<file path="src/rtl/immediate_packer_if.sv">
// Request/response bundle for the immediate packer: field inputs with a
// valid/ready handshake on the request side, packed word plus error status on the output side.
interface immediate_packer_if #(
  parameter int N = 64
);
  logic         in_valid;
  logic         in_ready;
  logic [2:0]   in_format;
  logic [6:0]   in_opcode;
  logic [4:0]   in_rd;
  logic [4:0]   in_rs1;
  logic [4:0]   in_rs2;
  logic [2:0]   in_funct3;
  logic [6:0]   in_funct7;
  logic [N-1:0] in_immediate;
  logic         out_valid;
  logic         out_ready;
  logic [31:0]  out_instruction;
  logic         out_error;
  logic [7:0]   error_count;

  // The program builder drives requests and consumes words.
  modport master (
    output in_valid, in_format, in_opcode, in_rd, in_rs1, in_rs2,
           in_funct3, in_funct7, in_immediate, out_ready,
    input  in_ready, out_valid, out_instruction, out_error, error_count
  );

  // The packer accepts requests and produces words.
  modport slave (
    input  in_valid, in_format, in_opcode, in_rd, in_rs1, in_rs2,
           in_funct3, in_funct7, in_immediate, out_ready,
    output in_ready, out_valid, out_instruction, out_error, error_count
  );
endinterface

</file>
<file path="src/rtl/immediate_packer.sv">
// Packs a sign-extended immediate and register/funct/opcode fields into an
// RV32I instruction word through a two-stage elastic pipeline.
module immediate_packer #(
  parameter int N = 64
) (
  input logic               clock,
  input logic               reset,
  immediate_packer_if.slave bus
);

  localparam logic [2:0] FMT_R = 3'd0;
  localparam logic [2:0] FMT_I = 3'd1;
  localparam logic [2:0] FMT_S = 3'd2;
  localparam logic [2:0] FMT_B = 3'd3;
  localparam logic [2:0] FMT_U = 3'd4;
  localparam logic [2:0] FMT_J = 3'd5;

  logic        s1_valid;
  logic [2:0]  s1_format;
  logic [6:0]  s1_opcode;
  logic [4:0]  s1_rd;
  logic [4:0]  s1_rs1;
  logic [4:0]  s1_rs2;
  logic [2:0]  s1_funct3;
  logic [6:0]  s1_funct7;
  logic [31:0] s1_imm;
  logic        s1_error;

  logic        s2_valid;
  logic [31:0] s2_instruction;
  logic        s2_error;
  logic [7:0]  error_count;

  logic        s1_advance;
  logic        s2_advance;
  logic        range_error;
  logic [31:0] packed_word;

  logic upper11_same;
  logic upper12_same;
  logic upper20_same;
  logic upper31_same;

  assign s2_advance = ~s2_valid | bus.out_ready;
  assign s1_advance = ~s1_valid | s2_advance;

  // An immediate fits a k-bit field when every bit above it repeats the field's sign bit.
  assign upper11_same = (&bus.in_immediate[N-1:11]) | ~(|bus.in_immediate[N-1:11]);
  assign upper12_same = (&bus.in_immediate[N-1:12]) | ~(|bus.in_immediate[N-1:12]);
  assign upper20_same = (&bus.in_immediate[N-1:20]) | ~(|bus.in_immediate[N-1:20]);
  assign upper31_same = (&bus.in_immediate[N-1:31]) | ~(|bus.in_immediate[N-1:31]);

  always_comb begin
    range_error = 1'b0;
    case (bus.in_format)
      FMT_R:        range_error = 1'b0;
      FMT_I, FMT_S: range_error = ~upper11_same;
      FMT_B:        range_error = bus.in_immediate[0] | ~upper12_same;
      FMT_U:        range_error = (|bus.in_immediate[11:0]) | ~upper31_same;
      FMT_J:        range_error = bus.in_immediate[0] | ~upper20_same;
      default:      range_error = 1'b1;
    endcase
  end

  always_ff @(posedge clock) begin
    if (reset) begin
      s1_valid  <= 1'b0;
      s1_format <= '0;
      s1_opcode <= '0;
      s1_rd     <= '0;
      s1_rs1    <= '0;
      s1_rs2    <= '0;
      s1_funct3 <= '0;
      s1_funct7 <= '0;
      s1_imm    <= '0;
      s1_error  <= 1'b0;
    end else if (s1_advance) begin
      s1_valid <= bus.in_valid;
      if (bus.in_valid) begin
        s1_format <= bus.in_format;
        s1_opcode <= bus.in_opcode;
        s1_rd     <= bus.in_rd;
        s1_rs1    <= bus.in_rs1;
        s1_rs2    <= bus.in_rs2;
        s1_funct3 <= bus.in_funct3;
        s1_funct7 <= bus.in_funct7;
        s1_imm    <= bus.in_immediate[31:0];
        s1_error  <= range_error;
      end
    end
  end

  // Out-of-range immediates are still packed from their truncated bits.
  always_comb begin
    packed_word = '0;
    case (s1_format)
      FMT_R: packed_word = {s1_funct7, s1_rs2, s1_rs1, s1_funct3, s1_rd, s1_opcode};
      FMT_I: packed_word = {s1_imm[11:0], s1_rs1, s1_funct3, s1_rd, s1_opcode};
      FMT_S: packed_word = {s1_imm[11:5], s1_rs2, s1_rs1, s1_funct3, s1_imm[4:0], s1_opcode};
      FMT_B: packed_word = {s1_imm[12], s1_imm[10:5], s1_rs2, s1_rs1, s1_funct3,
                            s1_imm[4:1], s1_imm[11], s1_opcode};
      FMT_U: packed_word = {s1_imm[31:12], s1_rd, s1_opcode};
      FMT_J: packed_word = {s1_imm[20], s1_imm[10:1], s1_imm[11], s1_imm[19:12],
                            s1_rd, s1_opcode};
      default: packed_word = '0;
    endcase
  end

  always_ff @(posedge clock) begin
    if (reset) begin
      s2_valid       <= 1'b0;
      s2_instruction <= '0;
      s2_error       <= 1'b0;
    end else if (s2_advance) begin
      s2_valid <= s1_valid;
      if (s1_valid) begin
        s2_instruction <= packed_word;
        s2_error       <= s1_error;
      end
    end
  end

  always_ff @(posedge clock) begin
    if (reset) begin
      error_count <= '0;
    end else if (s2_valid && bus.out_ready && s2_error && (error_count != 8'hFF)) begin
      error_count <= error_count + 8'd1;
    end
  end

  assign bus.in_ready        = s1_advance;
  assign bus.out_valid       = s2_valid;
  assign bus.out_instruction = s2_instruction;
  assign bus.out_error       = s2_error;
  assign bus.error_count     = error_count;

endmodule

</file>
<file path="src/flat_wrapper.sv">
// flat-port wrapper written by rule: the top's interface ports become plain ports
module immediate_packer_flat 
#(
  parameter int N = 64
)
  (clock, reset, bus_in_valid, bus_in_format, bus_in_opcode, bus_in_rd, bus_in_rs1, bus_in_rs2, bus_in_funct3, bus_in_funct7, bus_in_immediate, bus_out_ready, bus_in_ready, bus_out_valid, bus_out_instruction, bus_out_error, bus_error_count);
  immediate_packer_if #(.N(N)) bus_i ();
  input logic clock;
  input logic reset;
  input wire logic [$bits(bus_i.in_valid)-1:0] bus_in_valid;
  input wire logic [$bits(bus_i.in_format)-1:0] bus_in_format;
  input wire logic [$bits(bus_i.in_opcode)-1:0] bus_in_opcode;
  input wire logic [$bits(bus_i.in_rd)-1:0] bus_in_rd;
  input wire logic [$bits(bus_i.in_rs1)-1:0] bus_in_rs1;
  input wire logic [$bits(bus_i.in_rs2)-1:0] bus_in_rs2;
  input wire logic [$bits(bus_i.in_funct3)-1:0] bus_in_funct3;
  input wire logic [$bits(bus_i.in_funct7)-1:0] bus_in_funct7;
  input wire logic [$bits(bus_i.in_immediate)-1:0] bus_in_immediate;
  input wire logic [$bits(bus_i.out_ready)-1:0] bus_out_ready;
  output wire logic [$bits(bus_i.in_ready)-1:0] bus_in_ready;
  output wire logic [$bits(bus_i.out_valid)-1:0] bus_out_valid;
  output wire logic [$bits(bus_i.out_instruction)-1:0] bus_out_instruction;
  output wire logic [$bits(bus_i.out_error)-1:0] bus_out_error;
  output wire logic [$bits(bus_i.error_count)-1:0] bus_error_count;
  assign bus_i.in_valid = bus_in_valid;
  assign bus_i.in_format = bus_in_format;
  assign bus_i.in_opcode = bus_in_opcode;
  assign bus_i.in_rd = bus_in_rd;
  assign bus_i.in_rs1 = bus_in_rs1;
  assign bus_i.in_rs2 = bus_in_rs2;
  assign bus_i.in_funct3 = bus_in_funct3;
  assign bus_i.in_funct7 = bus_in_funct7;
  assign bus_i.in_immediate = bus_in_immediate;
  assign bus_i.out_ready = bus_out_ready;
  assign bus_in_ready = bus_i.in_ready;
  assign bus_out_valid = bus_i.out_valid;
  assign bus_out_instruction = bus_i.out_instruction;
  assign bus_out_error = bus_i.out_error;
  assign bus_error_count = bus_i.error_count;
  immediate_packer #(.N(N)) u_core (.clock(clock), .reset(reset), .bus(bus_i));
endmodule
</file>
<file path="config.mk">
export PLATFORM = sky130hd
export DESIGN_NAME = immediate_packer_flat
export DESIGN_NICKNAME = d
export VERILOG_FILES = /design/src/rtl/immediate_packer_if.sv /design/src/rtl/immediate_packer.sv /design/src/flat_wrapper.sv
export SDC_FILE = /design/constraint.sdc
export NUM_CORES = 1
export LEC_CHECK = 0
export BUFFER_PORTS_ARGS = -buffer_cell sky130_fd_sc_hd__buf_2
export CAP_MARGIN = 20
export CORE_MARGIN = 2
export CORE_UTILIZATION = 46
export DETAILED_ROUTE_END_ITERATION = 8
export PLACE_DENSITY = 0.76
export RECOVER_POWER = 25
export SYNTH_ARGS = -nofsm -noshare
export SYNTH_HDL_FRONTEND = slang
export SYNTH_SLANG_ARGS = --single-unit
</file>
<file path="constraint.sdc">
create_clock -name clock -period 1.4 [get_ports clock]
set_input_delay 0.21 -clock clock [delete_from_list [all_inputs] [get_ports clock]]
set_output_delay 0.21 -clock clock [all_outputs]
set_load 0.05 [all_outputs]
</file>
* Yosys cells after proc, flatten, opt, wreduce, memory -nomap -nowiden
Cells that the tools add are included.
** Storage, ports and cells
- Output and inout bits :: 43
- Word-level logic and storage cells :: 64
- Register bits :: 111
** Cells by class
- Reductions and logical operators :: 17
- Add/sub/neg operators :: 1
- Muxes and demuxes :: 2
- Bitwise gates (word level) :: 19
- Equal/unequal tests :: 11
** Operator list (count)
- one-hot mux 32 bit (6 select lines) :: 1
- AND reduction 53 bit :: 1
- OR reduction 53 bit :: 1
- AND reduction 52 bit :: 1
- OR reduction 52 bit :: 1
- AND reduction 44 bit :: 1
- OR reduction 44 bit :: 1
- AND reduction 33 bit :: 1
- OR reduction 33 bit :: 1
- equality test 3 x 2 -> 1 bit (second input constant) :: 4
- equality test 3 bit (second input constant) :: 4
- OR reduction 12 bit :: 1
- inverter 1 bit :: 10
- OR 1 bit :: 9
- adder 8 x 1 -> 8 bit (second input constant) :: 1
- inequality test 8 bit (second input constant) :: 1
- equality test 3 x 1 -> 1 bit (second input constant) :: 2
- logical NOT 3 bit :: 2
- one-hot mux 1 bit (5 select lines) :: 1
- AND reduction 2 bit :: 2
- logical AND 1 bit :: 3
- OR reduction 2 bit :: 1

* Logic depth before layout (Yosys ltp)
- Depth in word-level cells :: 6
- Depth in mapped cells :: 8
- Mapped depth without buffers :: 7

* Worst setup path before layout
No wires, ideal clock.
- Path type :: register to register
- Start point :: reg u_core.s2_valid (netlist: u_core.bus.out_valid)
- End point :: reg u_core.s1_imm[11]
- Clock period less this slack :: 2.166 ns
- Buffers on the path :: 3
- Data required time :: 1.268 ns
- Setup slack :: -0.766 ns
- Cell stages (with the launch flop) :: 9
- Arrival time :: 2.034 ns
- Path through :: dfxtp_1 > and2b_1 > nand2_1 > and2_1 > buf_2 > buf_4 > buf_2 > nand2_1 > a21oi_1
** On the way
- Cells in the longest elaborated chain, start to end :: 4
** RTL lines
- start, declared :: RTL line immediate_packer.sv:29 : logic s2_valid;
- start signal, assigned :: RTL line immediate_packer.sv:115 : s2_valid <= s1_valid;
- inverter 1 bit :: RTL line immediate_packer.sv:44 : assign s2_advance = ~s2_valid | bus.out_ready;
- OR 1 bit :: RTL line immediate_packer.sv:44
- OR 1 bit :: RTL line immediate_packer.sv:45 : assign s1_advance = ~s1_valid | s2_advance;
- via bus_in_ready :: RTL line flat_wrapper.sv:20 : output wire logic [$bits(bus_i.in_ready)-1:0] bus_in_ready;
- AND reduction 2 bit (no source line)
- end signal, assigned :: RTL line immediate_packer.sv:87 : s1_imm <= bus.in_immediate[31:0];
- end, declared :: RTL line immediate_packer.sv:26 : logic [31:0] s1_imm;
The timed path passes the listed nets, and every way through them passes these cells.
A chain may end at the register's enable or synchronous reset.

* Worst setup path in the final report
- Start point :: reg u_core.s2_valid (netlist: u_core.bus.out_valid)
- End point :: out bus_in_ready
** On the way
- Cells in the longest elaborated chain, start to end :: 3
** RTL lines (RTL line)
- inverter 1 bit :: immediate_packer.sv:44
- OR 1 bit :: immediate_packer.sv:44
- OR 1 bit :: immediate_packer.sv:45
- end, declared :: flat_wrapper.sv:20
Every way passes these cells.

==> flow_summary.yaml <==
run_status:
  status: "finished, violations left"
  violations: "negative setup slack"
synthesis:
  syn_area_per_cell_um2: 7.88
  synth_enable_flop_cells: 0
  synth_most_common_cell: "nand2_1"
  synthesis.nets: 697
  yosys-top-cells-area: "dfxtp_1 (48%), nand2_1 (12%), a21oi_1 (7.8%), nor2_1 (3.9%), a22oi_1 (3.4%)"
  synth_compound_area_frac: 0.189
  ys_types: 40
  synthAdderAreaFrac: 0.00268
  synth-seq-cells: 111
  synth_top_family_by_area: "simple AND/OR/NAND/NOR gates"
  synth-xor-area-share: 0.0112
  synth_top_area_frac: 0.475
  synth_cells: 593
  synth_simple_gate_area_frac: 0.258
  yosys-top-cells-count: "nand2_1 (153), dfxtp_1 (111), a21oi_1 (73)"
  synthArstFlopShare: 0
  yosys_most_used_dff: "dfxtp_1"
  synth.mux.area_fraction: 0.0219
  ys_seq_area_frac: 0.475
  netlist.top_cell.by_area: "dfxtp_1"
  netlist_area_um2: 4670
  yosys_warnings: 0
routing:
  drt_iter0_markers: 416
  drtAntennaViolNets: 0
  drcViolationCount: 0
  vias_per_cell: 5.48
  num_vias: 4991
  wire_per_inst_um: 15.2
  drtPass1Iterations: 5
  routed_wl_um: 13800
setup_path:
  critPathLaunchType: "flip-flop"
  endpoint_kind: "primary output"
  cp_max_fo: 6
  crit_type: "reg2out"
  critPathArrivalTime_ns: 1.32
  worst-endpoint-required_ns: 1.19
timing:
  finalWorstSetupSlack_ns: -0.131
  rsz0062_at_grt: "true"
  worst_pin_slew_ns: 0.354
  period_share: 1.09
  setup_tns_ns: -2.23
  setup_violations: 79
  drv_slew: 0
  hold_violations: 0
  finalClockSkew_ns: 0.00953
  maxSlewHeadroom: 0.764
  min_period_ns: 1.53
  holdWs_ns: 0.0817
  max_freq_mhz: 653
cells_and_area:
  num_antenna_cells: 0
  syn2layout_area_growth_pct: 40.1
  drive_gt1_frac: 0.364
  final_cells: 910
  fin_nets: 878
power_and_ir_drop:
  vdd_drop_max_uv: 492
  seq_power_share: 0.519
  total_power_mw: 6.64
  switching_share: 0.277
  leakage_nw: 2.75
  clkPwrFrac: 0.300
  p_per_area_nw_per_um2: 1010
  p_sw_mw: 1.84
  p_comb_frac: 0.181
  p_int_mw: 4.80
placement:
  dp_slack_ns: -0.303
  gpl.final_weighted_congestion: 0.822
  hpwlAfterDp_um: 10100
  dp.cells: 885
  portBuffers: 145
clock_tree:
  numCtsBuffers: 9
  clock_latency_ns: 0.36
  cts_buffer_depth: 2
  cts_tree: "yes"
  cts_root_buffer: "clkbuf_8"
  cts.reportedPaths.clkPinSlew_ns: 0.10
  htreeDepth: 3
  cts_sinks: 111
grt:
  antenna_found_initial: 0
  grt_max_degree: 38
  grt-ovfl-total: 0
  grt_pass1_wl_um: 21800
  track_usage: 0.242
  grt_pass1_vias: 4562
floorplan:
  start_util: 0.476
  io_pins: 146
  die_h_um: 105
  die_x_um: 105
  dieArea_um2: 11000
  rows: 36
  coreArea_um2: 9820
hold_path:
  hp-class: "in2reg"
flow_run:
  cap_violations: 0
## what timing repair did
action,4_1_cts,5_1_grt
buffers inserted,5,5
gates resized for setup,12,36
pin swaps,6,11
setup endpoints to repair,39,45
gates cloned,1,0
hold endpoints to repair,0,0
hold buffers,0,0
## metal layers
| metal | part of all wire | track usage | routed length, um |
|---|---|---|---|
| met5 | 0 | 0 | 0 |
| met4 | 0.020 | 0.0638 | 278 |
| met1 | 0.44 | 0.323 | 6020 |
| met2 | 0.48 | 0.410 | 6640 |
| met3 | 0.061 | 0.0362 | 846 |
## power by group through the flow
stage / Clock, mW / Sequential (mW) / Combinational (mW)
5_1_grt: 2.14 / 3.46 / 1.30
6_report: 2.00 / 3.44 / 1.20
2_1_floorplan: 0 / 3.65 / 0.526
3_3_place_gp: 0 / 3.50 / 1.10
3_5_place_dp: 0 / 3.51 / 1.13
4_1_cts: 2.01 / 3.43 / 1.15
## area by class of cell
| class | instances | area [um^2] |
|---|---|---|
| Fill cell | 847 | 3270 |
| Multi-Input combinational cell | 437 | 2500 |
| Sequential cell | 111 | 2250 |
| Timing Repair Buffer | 212 | 1420 |
| Tap cell | 133 | 166 |
| Clock buffer | 10 | 128 |
| Clock inverter | 4 | 72.6 |
| Inverter | 3 | 15.0 |
## worst max-delay path: stages, from the launching register on
cell and delay (ns):
dfxtp_4 0.36, and2b_1 0.34, nand2_8 0.10, buf_8 0.17
## final timing paths
kind | end | slack [ns] | cells after the start | startpoint
max | bus_in_ready | -0.13 | 3 | u_core.bus.out_valid
min reg2reg | u_core.s1_opcode[5] | 0.46 | 2 | u_core.s1_opcode[5]
max reg2reg | u_core.bus.error_count[5] | -0.11 | 6 | u_core.bus.error_count[1]
min | u_core.s1_rs1[2] | 0.08 | 3 | bus_in_rs1[2]
## registers in the layout, indices dropped and copies added, names as in the netlist, 3 cells and up
name                        cells
u_core.bus.out_instruction     32
u_core.s1_imm                  32
u_core.bus.error_count          8
u_core.s1_funct7                7
u_core.s1_opcode                7
u_core.s1_rd                    5
u_core.s1_rs1                   5
u_core.s1_rs2                   5
u_core.s1_format                3
u_core.s1_funct3                3
## cells in the final DEF (no fill, tap or decap), types with 11 or more instances in the layout
master      n
buf_4      54
o21ai_0    12
nor2_1     48
buf_2     105
a221oi_2   13
nor4_1     11
nand2_1   150
nand4_1    17
a22oi_1    16
nor3_1     22
clkbuf_2   32
dfxtp_1    98
a21oi_1    71
## logic make-up (layout without fill, tap and decap cells)
logic type      after synthesis  count (layout)
mux                          10              10
flops                       111             111
simple gates                275             276
xor+xnor                      6               6
compound gates              144             144
fa+ha+maj                     1               1
buf+inv                      46             229
## metrics by stage
stage / area, um^2 / utilization
floorplan: 4970 / -
global route: 6550 / 0.667
finish: 6550 / 0.667
global placement: 6090 / 0.620
detailed placement: 6090 / 0.620
CTS: 6370 / 0.649
Power figures use the tool's default switching activity.
